$ cat src/rtl/jtbubl_arb_pkg.sv
// rtl/jtbubl_arb_pkg.sv - shared state encoding, port ids and stats width for the shared RAM arbiter
package jtbubl_arb_pkg;

    typedef enum logic [1:0] {
        IDLE = 2'd0,
        GNT  = 2'd1,
        DATA = 2'd2
    } arb_state_t;

    localparam logic PORT_A = 1'b0;
    localparam logic PORT_B = 1'b1;

    localparam int STAT_W = 16;

endpackage

$ cat src/rtl/jtbubl_arb_port.sv
// rtl/jtbubl_arb_port.sv - per-CPU done flag, read capture, wait_n and optional stall counter (JTBUBL_ARB_STATS_EN)
module jtbubl_arb_port
    import jtbubl_arb_pkg::*;
#(
    parameter int DW = 8
) (
    input  logic              clk,
    input  logic              rst_n,
    input  logic              cs,
    input  logic              fin,
    input  logic              rd,
    input  logic [DW-1:0]     ram_q,
    output logic [DW-1:0]     dout,
    output logic              wait_n
`ifdef JTBUBL_ARB_STATS_EN
    ,
    output logic [STAT_W-1:0] stall_cnt
`endif
);

    logic done;

    // The CPU stalls from the very cycle cs rises until its access has completed
    assign wait_n = ~(cs & ~done);

    // done is only set if the CPU still holds cs when the sequence ends; dropping cs always clears it
    always_ff @(posedge clk or negedge rst_n) begin
        if (!rst_n) begin
            done <= 1'b0;
        end else if (!cs) begin
            done <= 1'b0;
        end else if (fin) begin
            done <= 1'b1;
        end
    end

    // Read data is captured at the end of every read sequence, even a withdrawn one, and held otherwise
    always_ff @(posedge clk or negedge rst_n) begin
        if (!rst_n) begin
            dout <= '0;
        end else if (fin && rd) begin
            dout <= ram_q;
        end
    end

`ifdef JTBUBL_ARB_STATS_EN
    // Saturating count of cycles this CPU spends stalled
    always_ff @(posedge clk or negedge rst_n) begin
        if (!rst_n) begin
            stall_cnt <= '0;
        end else if (!wait_n && (stall_cnt != {STAT_W{1'b1}})) begin
            stall_cnt <= stall_cnt + 1'b1;
        end
    end
`endif

endmodule

$ cat src/rtl/jtbubl_share_arb.sv
// rtl/jtbubl_share_arb.sv - time-shares one single-port work RAM between main and sub Z80s (stats: JTBUBL_ARB_STATS_EN)
module jtbubl_share_arb
    import jtbubl_arb_pkg::*;
#(
    parameter int AW = 13,
    parameter int DW = 8
) (
    input  logic              clk24,
    input  logic              rst_n,
    input  logic              a_cs,
    input  logic              a_we,
    input  logic [AW-1:0]     a_addr,
    input  logic [DW-1:0]     a_din,
    output logic [DW-1:0]     a_dout,
    output logic              a_wait_n,
    input  logic              b_cs,
    input  logic              b_we,
    input  logic [AW-1:0]     b_addr,
    input  logic [DW-1:0]     b_din,
    output logic [DW-1:0]     b_dout,
    output logic              b_wait_n,
    output logic [AW-1:0]     ram_addr,
    output logic [DW-1:0]     ram_din,
    output logic              ram_we,
    input  logic [DW-1:0]     ram_q
`ifdef JTBUBL_ARB_STATS_EN
    ,
    output logic [STAT_W-1:0] a_stall_cnt,
    output logic [STAT_W-1:0] b_stall_cnt
`endif
);

    arb_state_t state_q, state_d;
    logic       gnt_q, gnt_d;
    logic       last_q;
    logic       gnt_we_q;
    logic       a_pend, b_pend;
    logic       a_fin, b_fin;

    // A pending request is exactly a stalled CPU
    assign a_pend = ~a_wait_n;
    assign b_pend = ~b_wait_n;

    assign a_fin = (state_q == DATA) && (gnt_q == PORT_A);
    assign b_fin = (state_q == DATA) && (gnt_q == PORT_B);

    // Next state and grant; arbitration only happens in IDLE so a granted access runs to completion
    always_comb begin
        state_d = state_q;
        gnt_d   = gnt_q;
        case (state_q)
            IDLE: begin
                if (a_pend || b_pend) begin
                    state_d = GNT;
                    if (a_pend && b_pend) begin
                        gnt_d = ~last_q;
                    end else begin
                        gnt_d = b_pend ? PORT_B : PORT_A;
                    end
                end
            end
            GNT:     state_d = DATA;
            DATA:    state_d = IDLE;
            default: state_d = IDLE;
        endcase
    end

    // State, grant and round-robin history; last starts at B so A wins the first tie
    always_ff @(posedge clk24 or negedge rst_n) begin
        if (!rst_n) begin
            state_q <= IDLE;
            gnt_q   <= PORT_A;
            last_q  <= PORT_B;
        end else begin
            state_q <= state_d;
            gnt_q   <= gnt_d;
            if (state_q == DATA) begin
                last_q <= gnt_q;
            end
        end
    end

    // RAM side: address/data latched at grant, write enable high only for the single GNT cycle
    always_ff @(posedge clk24 or negedge rst_n) begin
        if (!rst_n) begin
            ram_addr <= '0;
            ram_din  <= '0;
            ram_we   <= 1'b0;
            gnt_we_q <= 1'b0;
        end else if (state_q == IDLE && state_d == GNT) begin
            ram_addr <= (gnt_d == PORT_B) ? b_addr : a_addr;
            ram_din  <= (gnt_d == PORT_B) ? b_din  : a_din;
            ram_we   <= (gnt_d == PORT_B) ? b_we   : a_we;
            gnt_we_q <= (gnt_d == PORT_B) ? b_we   : a_we;
        end else begin
            ram_we   <= 1'b0;
        end
    end

    jtbubl_arb_port #(.DW(DW)) u_port_a (
        .clk       (clk24),
        .rst_n     (rst_n),
        .cs        (a_cs),
        .fin       (a_fin),
        .rd        (~gnt_we_q),
        .ram_q     (ram_q),
        .dout      (a_dout),
        .wait_n    (a_wait_n)
`ifdef JTBUBL_ARB_STATS_EN
        ,
        .stall_cnt (a_stall_cnt)
`endif
    );

    jtbubl_arb_port #(.DW(DW)) u_port_b (
        .clk       (clk24),
        .rst_n     (rst_n),
        .cs        (b_cs),
        .fin       (b_fin),
        .rd        (~gnt_we_q),
        .ram_q     (ram_q),
        .dout      (b_dout),
        .wait_n    (b_wait_n)
`ifdef JTBUBL_ARB_STATS_EN
        ,
        .stall_cnt (b_stall_cnt)
`endif
    );

endmodule

$ cat config.mk
export PLATFORM = sky130hd
export DESIGN_NAME = jtbubl_share_arb
export DESIGN_NICKNAME = d
export VERILOG_FILES = /design/src/rtl/jtbubl_arb_pkg.sv /design/src/rtl/jtbubl_arb_port.sv /design/src/rtl/jtbubl_share_arb.sv
export SDC_FILE = /design/constraint.sdc
export NUM_CORES = 1
export LEC_CHECK = 0
export CORE_UTILIZATION = 41
export DETAILED_ROUTE_END_ITERATION = 16
export MAX_ROUTING_LAYER = met4
export PLACE_DENSITY = 0.9
export SYNTH_ARGS = -nofsm -noshare
export SYNTH_HDL_FRONTEND = slang
export SYNTH_SLANG_ARGS = --single-unit
$ cat constraint.sdc
create_clock -name clk24 -period 1.65 [get_ports clk24]
set_input_delay 0.33 -clock clk24 [delete_from_list [all_inputs] [get_ports clk24]]
set_output_delay 0.33 -clock clk24 [all_outputs]
set_load 0.02 [all_outputs]
==> results.toml <==
[layout]
nNetsFinal = 346
antenna_cells = 0
layout_common_cells = "clkdlybuf4s50_1 (88), dfrtp_1 (44), inv_1 (24), a211oi_2 (17), mux2_2 (16)"
drive_gt1_frac = 0.3127
final_cells = 358
mostFrequentLayoutCell = "clkdlybuf4s50_1"
area_growth_pct = 71.96

[clocking]
clock_latency_ns = 0.29
cts_hold_buffers = 0
cts-root-buf = "clkbuf_8"
cts_setup_buffers = 0
cts.clk_slew.worst_paths_ns = 0.08
cts_buffer_depth = 2
cts_tree = "built"
numCtsBuffers = 5
htree_levels = 2
clkSinkCount = 45

[floorplanning]
start_util = 0.4353
die_y_um = 73.52
io_pins = 96
rows = 25
core-area_um2 = 4817
die-area_um2 = 5404
dieWidth_um = 73.52

[global_route]
antenna_found_initial = 0
overflow = 0
grt_pass1_vias = 2068
grt_max_degree = 46
grt_pass1_wl_mm = 10.01
grt.total_usage = 0.2533

[yosys]
synth_ff_type = "dfrtp_1"
synthArstFlopShare = 1.000
synth_area_um2 = 2097
synth_top_area_share = 0.5251
syn_area_per_cell_um2 = 11.15
synth_area_leaders = "dfrtp_1 (53%), a2111oi_0 (9.2%), mux2_2 (8.6%)"
synth_enable_flop_cells = 0
synth_seq_cells = 45
ys_types = 27
yosys_warnings = 0
synth_nets = 244
synth_largest_area_cell = "dfrtp_1"
synth_cells = 188
yosysSeqAreaShare = 0.5376

[setup_path]
startpoint_type = "input port"
end_kind = "register"
cpPeakStageDelay_ns = 0.55
crit_arrival_ns = 1.90
crit_family = "buffers and inverters"
slowest_stage = "a2111oi_1"
critPathBufInv = 2
critPathMaxFanout = 22
crit_chain = "clkdlybuf4s50_1, and2b_2, buf_4, a2111oi_1, a211oi_2"
cp_data_required_time_ns = 1.80
path_class = "input port to register"

[detailed_routing]
vias = 2029
postRouteAntennaNets = 0
drt_iter0_markers = 171
routed_wl_mm = 6.776
post-route-drc-count = 0
viasPerCell = 5.668
wl_per_cell_um = 18.93
first_pass_iters = 4

[power]
swShare = 0.4221
seqPwrFrac = 0.297
p_leak_nw = 1.430
p_sw_mw = 2.786
p_comb_frac = 0.596
power.total_mw = 6.599
p_int_mw = 3.814
pwr_density_cell_nw_per_um2 = 1830
vdd_drop_max_mv = 1.030
p_clk_frac = 0.107

[sta]
worstMarginPinSlew_ns = 0.4835
drv_slew = 0
skew_ns = 0.009206
max-slew-margin-rel = 0.6768
hold_viol = 0
setup_viol_count_final = 7
min_period_ns = 1.747
setup_ws_ns = -0.09698
max_freq_mhz = 572.4
post-route-period-util = 1.059
rsz0062_at_grt = "true"

[place]
dp_cells = 350
globalplace.congestion = 0.8575
io_buffers = 95
place_hpwl_mm = 4.419

[worst_hold_path]
hp-class = "input port to asynchronous set/reset pin"

[flow_run]
maxCapViolCount = 0

[outcome]
violations = "setup timing"
status = "finished with violations"
[routing by layer]
metal,track usage,up-vias,part of all wire
met5,-,-,0
met4,0.09615,0,0.027
met3,0.03978,16,0.049
met2,0.4414,80,0.53
met1,0.2931,1013,0.39
li1,-,920,-
[sequential cells by signal (all words and copies together) (netlist names)]
name and flops:
u_port_a.dout 8, u_port_b.done 1, last_q 1, state_q 2, gnt_q 1, ram_addr 13, ram_we 1, u_port_b.dout 8
u_port_a.done 1, gnt_we_q 1, ram_din 8
[through the flow]
| stage | utilization | setup slack (ns) | hold WS (ns) | instance area, um^2 | setup TNS [ns] |
|---|---|---|---|---|---|
| after floorplan | - | 0.1936 | 0.03441 | 2097 | 0 |
| after detailed placement | 0.6673 | -0.3856 | 0.3305 | 3214 | -7.831 |
| after CTS | 0.7158 | -0.01035 | 0.01095 | 3448 | -0.01786 |
| final | 0.7486 | -0.09698 | 0.004998 | 3606 | -0.3050 |
| after global routing | 0.7486 | -0.1395 | 0.01336 | 3606 | -0.6955 |
| after global placement | 0.6673 | -0.4264 | 0.3266 | 3214 | -5.994 |
[final timing paths]
check | from | depth (start not counted) | end | slack [ns]
min in group clk24 | b_cs | 2 | u_port_b.done$_DFFE_PN0P_ | 0.40
worst min-delay path | rst_n | 2 | u_port_a.dout[6]$_DFFE_PN0P_ | 0.005
worst max-delay path | a_cs | 5 | ram_addr[2]$_DFFE_PN0P_ | -0.1
max in group asynchronous | rst_n | 2 | last_q$_DFFE_PN1N_ | 1.39
worst max register to register | u_port_a.done$_DFFE_PN0P_ | 4 | ram_addr[2]$_DFFE_PN0P_ | -0.02
worst min register to register | u_port_a.dout[0]$_DFFE_PN0P_ | 1 | u_port_a.dout[0]$_DFFE_PN0P_ | 0.51
[cell type report]
cell class,instances,area (um^2)
Clock buffer,7,86.33
Clock inverter,1,7.507
Fill cell,307,1211
Inverter,25,93.84
Multi-Input combinational cell,101,1089
Sequential cell,45,1127
Tap cell,67,83.83
Timing Repair Buffer,112,1119
[cell families (layout without fill, tap and decap cells)]
kind of cell | Yosys count | after routing | share of synthesized area
AO/OA/AOI/OAI | 50 | 50 | 0.1921
AND/OR/NAND/NOR | 35 | 35 | 0.1086
buffers and inverters | 42 | 145 | 0.07577
flip-flops | 45 | 45 | 0.5376
multiplexers | 16 | 16 | 0.08592
[synthesized netlist by cell type (2+ instances only)]
| cell | number |
|---|---|
| dfrtp_1 | 44 |
| clkbuf_1 | 16 |
| nand2b_1 | 2 |
| a2111oi_0 | 22 |
| inv_1 | 24 |
| nor4_1 | 22 |
| a211oi_1 | 22 |
| nand2_1 | 2 |
| mux2_2 | 16 |
[power groups by stage]
| stage | logic (mW) | clock network, mW | registers [mW] |
|---|---|---|---|
| 2_1_floorplan | 1.19 | 0 | 2.48 |
| 3_3_place_gp | 3.24 | 0 | 1.94 |
| 3_5_place_dp | 3.33 | 0 | 1.96 |
| 4_1_cts | 3.64 | 0.717 | 1.95 |
| 5_1_grt | 4.15 | 0.761 | 2.02 |
| 6_report | 3.93 | 0.707 | 1.96 |
[repair_timing]
action / 4_1_cts / 5_1_grt
resized for setup: 43 / 36
setup endpoints to repair: 21 / 28
pin swaps: 0 / 2
Note: power is estimated with default switching activity, not from simulation.
==> edit 1: new RTL, same flow settings <==
Add a define of `JTBUBL_ARB_STATS_EN`.
--- a/src/rtl/jtbubl_arb_port.sv
+++ b/src/rtl/jtbubl_arb_port.sv
@@ -1,3 +1,5 @@
 // rtl/jtbubl_arb_port.sv - per-CPU done flag, read capture, wait_n and optional stall counter (JTBUBL_ARB_STATS_EN)
+`define JTBUBL_ARB_STATS_EN
+
 module jtbubl_arb_port
     import jtbubl_arb_pkg::*;
Check against the original RTL (old outputs only; new: a_stall_cnt and b_stall_cnt): equivalent (Yosys induction, for registers that start in step).
==> edit 1 against the unedited design <==
Power is 35% higher; sequential cell count is 32 higher; the run now ends clean; wire length is 29% higher; setup slack better by 0.13 ns; utilization is 8.5 points lower; critical path depth is 1 lower; die area is 64% higher; clock skew is 0.0015 ns higher; hold slack better by 0.36 ns; via count is 42% higher; final area is 51% higher; area after synthesis is 66% higher; sequential share of layout area is 4.3 points higher; largest power group unchanged; synthesized cell count is 58% higher.
==> edit 1: results (changes against the unedited design) <==
| Metric | Value |
|---|---|
| Clock skew | `0.0107 ns (+0.00153 ns)` |
| Synthesized Nets | `355 (+45%)` |
| Synth area leaders | `dfrtp_1, mux2i_1, mux2_2, xor2_1, nand2_1` |
| RD Place Congestion | `0.832 (-2.9%)` |
| Hold EP | `u_port_a.done` |
| Root buffer cell | `clkbuf_8` |
| Worst skew pair latency | `0.34 ns (+0.05 ns)` |
| Via/cell ratio | `5.02 (-11%)` |
| Layout fillers | `639 (+110%)` |
| Total GRT Usage | `0.211 (-0.0422)` |
| Met3 wire length | `362 um (+9.7%)` |
| Fin crit share | `0.979 (-0.0794)` |
| Num CTS Buffers | `9 (+4)` |
| Critical-path maximum fanout | `5 (-77%)` |
| Hold_ws | `0.365 ns (+0.360 ns)` |
| M3 GR Usage | `0.0396 (-0.000137)` |
| Fin cells | `573 (+60%)` |
| Top delay family on crit path | `simple AND/OR/NAND/NOR gates` |
| Min-Delay Startpoint | `a_cs` |
| Hold buffers post-CTS | `1 (+1)` |
| Met2 Track Usage GR | `0.353 (-0.0887)` |
| Synth cell types | `41 (+52%)` |
| Outcome | `finished clean` |
| CP max stage cell | `or4_4` |
| Number of global-route vias before repair | `2968 (+44%)` |
| Met1 global-route usage | `0.254 (-0.0392)` |
| Final Net Count | `521 (+51%)` |
| Worst Path Arrival | `1.88 ns (-0.02 ns)` |
| Hold crit path type | `in2reg` |
| Slowest cell delay on critical path | `0.63 ns (+0.08 ns)` |
| WL/cell | `15.2 um (-20%)` |
| Layout cell share with drive strength beyond 1 | `0.226 (-0.0862)` |
| Mux contribution to synthesized area | `0.127 (+0.0415)` |
| Dpl hpwl | `6240 um (+41%)` |
| Pin count of the biggest net entering global routing | `31 (-33%)` |
| First-pass GRT wire length | `13900 um (+39%)` |
| Register-to-register setup slack | `0.03 ns (+0.05 ns)` |
| Placed insts | `549 (+57%)` |
| DR top layer | `met4` |
| Highest ir drop seen on vdd | `0.000850 V (-17%)` |
| Crit path from | `u_port_a.stall_cnt[7]` |
| CP endpoint | `u_port_a.stall_cnt[13]` |
| Dpl cell area | `5120 um2 (+59%)` |
| Number of diodes | `0 (unchanged)` |
| Post-CTS sizing | `77 (+79%)` |
| DRC marker count from the first detailed-route iteration | `61 (-64%)` |
| Synth Area in XOR/XNOR | `0.0679 (+0.0679)` |
| Leakage Power | `2.57 nW (+79%)` |
| Pre-antenna DRT Iters | `6 (+2)` |
| Most frequent cells after synthesis | `dfrtp_1, nand2_1, o21ai_0` |
| Post-place setup slack | `-0.388 ns (-0.00223 ns)` |
| Post-synthesis adder-cell area fraction | `0.00718 (+0.00718)` |
| Port bufs | `127 (+34%)` |
| Post-synthesis compound-gate area fraction | `0.0535 (-0.139)` |
| Metal1 wirelength | `3610 um (+36%)` |
| Htree depth | `3 (+1)` |
| Sequential fraction of the synthesis area | `0.553 (+0.0157)` |
| Met2 WL | `4650 um (+29%)` |
| Worst-Margin Slew | `0.381 ns (-0.103 ns)` |
| Syn Inst Count | `297 (+58%)` |
edit 1: changes by cell type in the layout (fill, tap and decap cells not counted), sizes merged, moves of 23 or more:
cell and change:
dlygate4sd2 +65, clkdlybuf4s50 -35, o21ai +24, nand2 +31
dfrtp +32, mux2i +23
edit 1: layout make-up:
| type | count | area, um2 | area share |
|---|---|---|---|
| clock inverters | 6 | 111 | 0.0204 |
| flip-flops and latches | 77 | 1940 | 0.355 |
| well taps | 105 | 131 | 0.0241 |
| clock buffers | 10 | 128 | 0.0234 |
| repair buffers | 165 | 1560 | 0.285 |
| inverters | 6 | 22.5 | 0.00413 |
| multi-input cells | 204 | 1560 | 0.287 |
edit 1: power breakdown:
group / leakage (nW) / switching [mW] / internal [mW] / total (mW)
registers: 0.947 / 0.570 / 2.65 / 3.22
clock network: 0.116 / 0.702 / 1.01 / 1.71
logic: 1.50 / 2.12 / 1.85 / 3.97
total: 2.57 / 3.39 / 5.50 / 8.89
==> edit 2: new RTL, same flow settings <==
Made on the original files. Re-encode `arb_state_t` (3 states) as one-hot, 3 bits wide.
--- a/src/rtl/jtbubl_arb_pkg.sv
+++ b/src/rtl/jtbubl_arb_pkg.sv
@@ -2,8 +2,8 @@
 package jtbubl_arb_pkg;
 
-    typedef enum logic [1:0] {
-        IDLE = 2'd0,
-        GNT  = 2'd1,
-        DATA = 2'd2
+    typedef enum logic [2:0] {
+        IDLE = 3'b001,
+        GNT  = 3'b010,
+        DATA = 3'b100
     } arb_state_t;
 
Check against the original RTL: no difference found for any inputs over 10 cycles, from zero or initial values and one cycle with rst_n low; not proved beyond that.
==> edit 2 against the unedited design <==
Sequential cell count increased by 1; largest cell class unchanged; power is 11% lower; final area shrank 10%; global-route usage decreased by 4.6 points; area after synthesis is 5.7% lower; hold slack gained 0.45 ns; wire length decreased by 24%; setup slack better by 0.14 ns; critical path type is now reg2out; critical path depth fell by 4; die area fell by 5.6%.
==> edit 2: results (changes against the unedited design) <==
| Metric | Value |
|---|---|
| Hold buffers post-CTS | `1 (+1)` |
| Critical-path maximum fanout | `2 (-91%)` |
| NonClk Buf Share | `0.347 (+0.0373)` |
| Clock sink count | `46 (+2.2%)` |
| Post-synthesis compound-gate area fraction | `0.0956 (-0.0966)` |
| Crit path from | `ram_addr[11]` |
| Reg-to-Reg Start | `state_q[0]` |
| Slowest cell delay on critical path | `0.62 ns (+0.07 ns)` |
| Dpl hpwl | `3630 um (-18%)` |
| Leakage Power | `1.43 nW (-0.34%)` |
| Met1 global-route usage | `0.249 (-0.0438)` |
| Fin cells | `342 (-4.5%)` |
| Highest ir drop seen on vdd | `0.000811 V (-21%)` |
| Met3 wire length | `319 um (-3.3%)` |
| Register-to-register setup slack | `0.08 ns (+0.10 ns)` |
| Synth cell types | `23 (-15%)` |
| Max Fclk | `623 MHz (+8.9%)` |
| M3 GR Usage | `0.0619 (+0.0221)` |
| # Taps | `52 (-22%)` |
| Clock network area share | `0.0440 (+0.0180)` |
| Pin count of the biggest net entering global routing | `49 (+6.5%)` |
| Non-CTS buffers | `109 (-2.7%)` |
| Met2 WL | `2590 um (-28%)` |
| Mux contribution to synthesized area | `0.0962 (+0.0103)` |
| Drt total wl | `5140 um (-24%)` |
| Layout fillers | `338 (+10%)` |
| Dpl cell area | `3010 um2 (-6.5%)` |
| Final Net Count | `345 (-0.29%)` |
| Synthesized Nets | `238 (-2.5%)` |
| Sequential Area | `1150 um2 (+2.3%)` |
| Met2 Track Usage GR | `0.337 (-0.105)` |
| Layout cell share with drive strength beyond 1 | `0.138 (-0.175)` |
| Outcome | `finished clean` |
| Logic inverters | `1 (-96%)` |
| RD Place Congestion | `0.803 (-6.4%)` |
| Placed insts | `329 (-6.0%)` |
| Sequential fraction of the synthesis area | `0.584 (+0.0460)` |
| Clkbuf count | `6 (-1)` |
| CP max stage cell | `clkdlybuf4s50_1` |
| Multi-input combinational area share | `0.231 (-0.0706)` |
| Clock network fraction of design power | `0.175 (+0.068)` |
edit 2: cell types whose count changed after synthesis, sizes merged, moves of 8 or more:
cell     unedited run  this run
nand2               2        46
nor2                2        27
inv                25         1
a2111oi            22         0
a211oi             22         0
nor4               22         0
a31oi               0        21
clkbuf             16         0
buf                 1         9
edit 2: how the worst min path moves through the flow:
| stage | from | end | slack [ns] |
|---|---|---|---|
| CTS | rst_n | ram_din[0] | 0.46 |
| global placement | rst_n | u_port_a.done | 0.23 |
| floorplan | rst_n | gnt_q | 0.03 |
| global route | rst_n | state_q[1] | 0.48 |
| finish | rst_n | u_port_a.done | 0.46 |
| detailed placement | rst_n | u_port_a.done | 0.24 |
edit 2: worst register-to-register path: stages, from the launching register on:
cell       delay [ns]
dfstp_2          0.56
nor3b_2          0.21
a21boi_4         0.23
buf_12           0.14
clkbuf_16        0.16
nor2_1           0.04
a31oi_1          0.15
